--- src/rtl/ic_pkg.sv ---
// Shared definitions for the interrupt controller front end.
//   NUM_IRQ_DEF : default number of interrupt lines
//   irq_vec_t   : one bit per interrupt line
//   irq_id_t    : interrupt line index
package ic_pkg;
  localparam int NUM_IRQ_DEF = 8;
  typedef logic [NUM_IRQ_DEF-1:0]         irq_vec_t;
  typedef logic [$clog2(NUM_IRQ_DEF)-1:0] irq_id_t;
endpackage

--- src/rtl/ic_irq_conditioner_if.sv ---
// Bundle of the peripheral-side and controller-side signals of the IRQ conditioner.
//   irq_raw, polarity, edge_mode, ack, ack_id, overrun_clr : driven by master
//   irq_pending, overrun                                    : driven by slave (conditioner)
interface ic_irq_if
  import ic_pkg::*;
#(
  parameter int NUM_IRQ = NUM_IRQ_DEF
) ();
  localparam int ID_W = (NUM_IRQ > 1) ? $clog2(NUM_IRQ) : 1;

  logic [NUM_IRQ-1:0] irq_raw;
  logic [NUM_IRQ-1:0] polarity;
  logic [NUM_IRQ-1:0] edge_mode;
  logic               ack;
  logic [ID_W-1:0]    ack_id;
  logic [NUM_IRQ-1:0] overrun_clr;
  logic [NUM_IRQ-1:0] irq_pending;
  logic [NUM_IRQ-1:0] overrun;

  modport master (
    output irq_raw, polarity, edge_mode, ack, ack_id, overrun_clr,
    input  irq_pending, overrun
  );

  modport slave (
    input  irq_raw, polarity, edge_mode, ack, ack_id, overrun_clr,
    output irq_pending, overrun
  );
endinterface

--- src/rtl/ic_irq_filter.sv ---
// One interrupt line: synchroniser chain, polarity fix and glitch filter.
//   clk, rst : clock and synchronous active-high reset
//   raw      : asynchronous peripheral line
//   pol      : 1 = line is active-low
//   f        : accepted (filtered) active-high level
module ic_irq_filter #(
  parameter int SYNC_STAGES   = 2,
  parameter int FILTER_CYCLES = 3
) (
  input  logic clk,
  input  logic rst,
  input  logic raw,
  input  logic pol,
  output logic f
);
  logic [SYNC_STAGES-1:0] sync_p0;
  logic                   s;

  always_ff @(posedge clk) begin
    if (rst) sync_p0 <= '0;
    else     sync_p0 <= {sync_p0[SYNC_STAGES-2:0], raw};
  end

  // Polarity is applied after synchronisation so the chain only ever sees the pin.
  assign s = sync_p0[SYNC_STAGES-1] ^ pol;

  // ---- filter stage ----
  generate
    if (FILTER_CYCLES == 0) begin : g_bypass
      assign f = s;
    end else begin : g_filter
      localparam int CW = $clog2(FILTER_CYCLES + 1);
      localparam logic [CW-1:0] CNT_LAST = CW'(FILTER_CYCLES - 1);
      logic [CW-1:0] cnt_p1;
      logic          f_p1;

      // Any cycle where s agrees with f restarts the count, so a bounce never
      // accumulates towards acceptance.
      always_ff @(posedge clk) begin
        if (rst) begin
          cnt_p1 <= '0;
          f_p1   <= 1'b0;
        end else if (s != f_p1) begin
          if (cnt_p1 == CNT_LAST) begin
            f_p1   <= s;
            cnt_p1 <= '0;
          end else begin
            cnt_p1 <= cnt_p1 + CW'(1);
          end
        end else begin
          cnt_p1 <= '0;
        end
      end

      assign f = f_p1;
    end
  endgenerate
endmodule

--- src/rtl/ic_irq_conditioner.sv ---
// Interrupt conditioner: per line sync + polarity + glitch filter, then level or
// rising-edge latching with ack clear and sticky overrun detection.
//   clk, rst : clock and synchronous active-high reset
//   bus      : ic_irq_if slave (raw lines, config, ack, overrun_clr in;
//              irq_pending, overrun out, both registered)
module ic_irq_conditioner
  import ic_pkg::*;
#(
  parameter int NUM_IRQ       = NUM_IRQ_DEF,
  parameter int SYNC_STAGES   = 2,
  parameter int FILTER_CYCLES = 3
) (
  input  logic        clk,
  input  logic        rst,
  ic_irq_if.slave     bus
);
  logic [NUM_IRQ-1:0] f;

  generate
    for (genvar i = 0; i < NUM_IRQ; i++) begin : g_line
      logic f_d_p2;
      logic mode_p2;
      logic pending_p2;
      logic overrun_p2;
      logic rise;
      logic clr;
      logic enter_edge;

      ic_irq_filter #(
        .SYNC_STAGES  (SYNC_STAGES),
        .FILTER_CYCLES(FILTER_CYCLES)
      ) u_filter (
        .clk(clk),
        .rst(rst),
        .raw(bus.irq_raw[i]),
        .pol(bus.polarity[i]),
        .f  (f[i])
      );

      assign rise       = f[i] & ~f_d_p2;
      assign clr        = bus.ack && (int'(bus.ack_id) == i);
      // First cycle in edge mode: drop whatever level mode left behind. f_d keeps
      // tracking f in both modes, so a line already held high makes no rise here.
      assign enter_edge = bus.edge_mode[i] & ~mode_p2;

      // ---- latch stage ----
      always_ff @(posedge clk) begin
        if (rst) begin
          f_d_p2     <= 1'b0;
          mode_p2    <= 1'b0;
          pending_p2 <= 1'b0;
          overrun_p2 <= 1'b0;
        end else begin
          f_d_p2  <= f[i];
          mode_p2 <= bus.edge_mode[i];

          if (!bus.edge_mode[i])  pending_p2 <= f[i];
          else if (enter_edge)    pending_p2 <= rise;
          else if (rise)          pending_p2 <= 1'b1;  // set beats a same-cycle ack
          else if (clr)           pending_p2 <= 1'b0;

          // A rise landing on a still-pending request loses an event unless the
          // same cycle clears it; set beats overrun_clr.
          if (bus.edge_mode[i] && !enter_edge && rise && pending_p2 && !clr)
            overrun_p2 <= 1'b1;
          else if (bus.overrun_clr[i])
            overrun_p2 <= 1'b0;
        end
      end

      assign bus.irq_pending[i] = pending_p2;
      assign bus.overrun[i]     = overrun_p2;
    end
  endgenerate
endmodule

--- src/flat_wrapper.sv ---
// flat-port wrapper written by rule: the top's interface ports become plain ports
module ic_irq_conditioner_flat import ic_pkg::*;
#(
  parameter int NUM_IRQ       = NUM_IRQ_DEF,
  parameter int SYNC_STAGES   = 2,
  parameter int FILTER_CYCLES = 3
)
  (clk, rst, bus_irq_raw, bus_polarity, bus_edge_mode, bus_ack, bus_ack_id, bus_overrun_clr, bus_irq_pending, bus_overrun);
  ic_irq_if #(.NUM_IRQ(NUM_IRQ)) bus_i ();
  input  logic clk;
  input  logic rst;
  input wire logic [$bits(bus_i.irq_raw)-1:0] bus_irq_raw;
  input wire logic [$bits(bus_i.polarity)-1:0] bus_polarity;
  input wire logic [$bits(bus_i.edge_mode)-1:0] bus_edge_mode;
  input wire logic [$bits(bus_i.ack)-1:0] bus_ack;
  input wire logic [$bits(bus_i.ack_id)-1:0] bus_ack_id;
  input wire logic [$bits(bus_i.overrun_clr)-1:0] bus_overrun_clr;
  output wire logic [$bits(bus_i.irq_pending)-1:0] bus_irq_pending;
  output wire logic [$bits(bus_i.overrun)-1:0] bus_overrun;
  assign bus_i.irq_raw = bus_irq_raw;
  assign bus_i.polarity = bus_polarity;
  assign bus_i.edge_mode = bus_edge_mode;
  assign bus_i.ack = bus_ack;
  assign bus_i.ack_id = bus_ack_id;
  assign bus_i.overrun_clr = bus_overrun_clr;
  assign bus_irq_pending = bus_i.irq_pending;
  assign bus_overrun = bus_i.overrun;
  ic_irq_conditioner #(.NUM_IRQ(NUM_IRQ), .SYNC_STAGES(SYNC_STAGES), .FILTER_CYCLES(FILTER_CYCLES)) u_core (.clk(clk), .rst(rst), .bus(bus_i));
endmodule
--- config.mk ---
export PLATFORM = sky130hd
export DESIGN_NAME = ic_irq_conditioner_flat
export DESIGN_NICKNAME = d
export VERILOG_FILES = /design/src/rtl/ic_pkg.sv /design/src/rtl/ic_irq_conditioner_if.sv /design/src/rtl/ic_irq_filter.sv /design/src/rtl/ic_irq_conditioner.sv /design/src/flat_wrapper.sv
export SDC_FILE = /design/constraint.sdc
export NUM_CORES = 1
export LEC_CHECK = 0
export ABC_AREA = 1
export BUFFER_PORTS_ARGS = -buffer_cell sky130_fd_sc_hd__buf_2
export CAP_MARGIN = 20
export CORE_UTILIZATION = 35
export CTS_BUF_LIST = sky130_fd_sc_hd__clkbuf_8
export CTS_CLUSTER_SIZE = 10
export DETAILED_ROUTE_END_ITERATION = 10
export PLACE_DENSITY_LB_ADDON = 0.15
export SLEW_MARGIN = 10
export SYNTH_ARGS = -nofsm -noshare
export SYNTH_HDL_FRONTEND = slang
export SYNTH_SLANG_ARGS = --single-unit
--- constraint.sdc ---
create_clock -name clk -period 1.06 [get_ports clk]
set_input_delay 0.212 -clock clk [delete_from_list [all_inputs] [get_ports clk]]
set_output_delay 0.212 -clock clk [all_outputs]
set_load 0.1 [all_outputs]
==> impl_results.md <==
- Status: finished, violations left
- Failing checks: setup timing
- Total power: 5.363 mW
- Inserted Clock Buffers: 9
- Worst EP required: between 800 and 900 ps
- Clk sinks: slightly above 70
- CP max-delay cell: dfxtp_4
- Worst vdd ir: a little under 0.7 mV
- Nets in the synthesized netlist: ~470
- Final hold violation count: 0
- Post-synthesis instance total: 427
- Post-route cell area: around 0.0038 mm²
- Synth unique cells: 15
- Final setup viols: 16
- Total Routing Usage GR: 13.96%
- Yosys reg bits: 72
- Largest net degree at the start of global routing: 27
- Placement Cell Area: around 0.0036 mm²
- Maximum level of the CTS H-tree: 3
- Max_slew headroom: about four fifths
- Reg area: around 0.0015 mm²
- Routed Antenna Nets: 0
- Commonest non-fill, non-tap cell in the layout: inv_1
- Mapped Avg Cell Area: 7.173 µm²
- Filler instances: 840
- Place WS: around 91 ps
- Total die area: 0.009130 mm²
- Max cap viols: 0
- Max Root-Sink Buffers: 2
- Synth Warn #: 0
- Utilization after layout: 45.95%
- Worst hold path class: primary input to flip-flop
- Worst Path Buf+Inv: 1
- Drt wl/cell: 9.625 µm
- Least-Margin Pin Slew: roughly 330 ps
- Hold EP: u_core.g_line[4].u_filter.sync_p0[0]
- Worst setup startpoint: u_core.g_line[0].pending_p2
- Non-Filler Instances: slightly below 600
- Reg clk slew, reported paths: around 70 ps
- Drt initial violations: 35
- Setup WS post-layout: -33.76 ps
- Netlist Area Pre-Place: between 0.003 and 0.004 mm²
- Routed vias/inst: approximately 4.3
- Sum of negative setup slack: -249.1 ps
- Leakage: 1.869 nW
- TritonCTS clock tree: done
- Via count: 2496
- Reg-to-reg slack, setup: 90 ps
- Die X-Extent: ~96 µm
- Area of the multi-input gates: approximately 0.0011 mm²
- CP max stage delay: ~370 ps
- Die Y: about 96 µm
- Delay-heaviest family, CP: flip-flops
- Min-Delay Startpoint: bus_irq_raw[4]
- Unrepaired setup endpoints after global routing: yes
- Final hold slack: 74.09 ps
- Initial antenna violation count: 0
- Pwr dens: about 1400 mW/mm²
- Router iterations before antenna repair: 4
- Stages on worst setup path: 1
- Dpl hpwl: a little over 4000 µm
- Starting Density: between 30% and 40%
- Core ar.: approximately 0.0083 mm²
- Max Slew Vio Count: 0
- WS Path Type: flip-flop to output port
- Start of the worst register-to-register path: u_core.g_line[4].u_filter.g_filter.cnt_p1[0]
- Share of layout cells above drive strength 1: roughly a fifth
- Clock Latency Late Sink: ~330 ps
- Clock root cell: clkbuf_8
- Reg2reg path depth: 5
- Signal arrival time at the worst endpoint: about 880 ps
- Reg2reg end: u_core.g_line[4].u_filter.g_filter.cnt_p1[0]
- Critical Path End Type: output port
- Worst-path maximum fanout: 3
- Post-synthesis sequential area ratio: 47.06%
- Post-Route Skew: between 4 and 5 ps
- Gr ovfl total: 0
- Final wirelength: around 5700 µm
- Period utilization: 103.2%
- Crit start category: flip-flop
- Most frequent cells in the layout: 95 x inv_1, 76 x nor2_1, 76 x nand2_1, 54 x dfxtp_1
- I/O pin total: between 50 and 60
- Fin nets: between 500 and 600
- Crit-path cells: buf_12
- Area Growth Syn to Fin: 25.12%
- Vias in the first global route: between 2000 and 2500
- Number of antenna diodes: 0
- # DRC: 0
- Fin crit period: approximately 1100 ps
- Fmax: ~0.91 GHz
- IO Port Bufs: 53
- Global placement routability congestion: around 0.71
- Hold Crit Depth: 3
- Inst Count DP: approximately 570
- Row count: 33
- Global-route wire length before repair: 9632 µm
-- state kept, by name (all words and copies together), names as in the netlist --
name and flops:
u_core.g_line.u_filter.f 8, u_core.g_line.pending_p2 8, u_core.g_line.f_d_p2 8, u_core.g_line.mode_p2 8, u_core.g_line.overrun_p2 8, u_core.g_line.u_filter.g_filter.cnt_p1 16
u_core.g_line.u_filter.sync_p0 16
-- cell families (layout without fill, tap and decap cells) --
family / count (synthesis) / after routing / share of synthesized area, %
compound gates: 38 / 38 / 6.863
flops: 72 / 72 / 47.06
buf+inv: 116 / 171 / 16.79
fa+ha+maj: 8 / 8 / 3.268
simple gates: 193 / 193 / 26.02
-- power breakdown --
group          total [mW]  internal [mW]  switching (mW)
clock network        1.76          0.858           0.904
logic               0.700          0.286           0.414
registers            2.90           2.83          0.0707
-- worst max-delay path by stage --
stage	endpoint
floorplan	u_core.g_line[0].u_filter.g_filter.cnt_p1[0]
global placement	u_core.g_line[5].pending_p2
detailed placement	u_core.g_line[5].pending_p2
CTS	bus_irq_pending[0]
global route	bus_irq_pending[0]
finish	bus_irq_pending[0]
-- final cells by class --
class	instances	area share, %
inverters	94	9.207
repair buffers	63	15.80
clock inverters	4	0.4244
multi-input cells	239	29.02
flip-flops and latches	72	38.52
clock buffers	10	3.591
well taps	105	3.428
-- metal layers --
metal  share of wire, %  vias to the layer above  GRT usage (%)
met5                  0                        -              0
met4                2.2                        0          7.463
met3                4.6                       11          4.067
met2                 46                       42          23.04
met1                 47                     1074          16.27
li1                   -                     1369              -
-- repair_timing --
item	4_1_cts	5_1_grt
endpoints found under the setup margin	16	21
pin swaps	0	6
gates cloned	0	0
resized for setup	21	4
setup buffers	7	1
hold buffers	0	0
-- Yosys cell counts --
library cell  count  area share (%)
buf_2             3            0.49
inv_2             2            0.25
nand3_2           3            0.98
nand2_1          76             9.3
nor2_1           76             9.3
ha_1              8             3.3
o21ai_0           1            0.16
nand3_1          37             6.0
nor2_4            1            0.37
inv_1            92              11
a21oi_1          29             4.7
buf_4            18             4.4
o211ai_1          8             2.0
buf_6             1            0.37
dfxtp_1          72              47
Note: power is estimated with default switching activity, not from simulation.
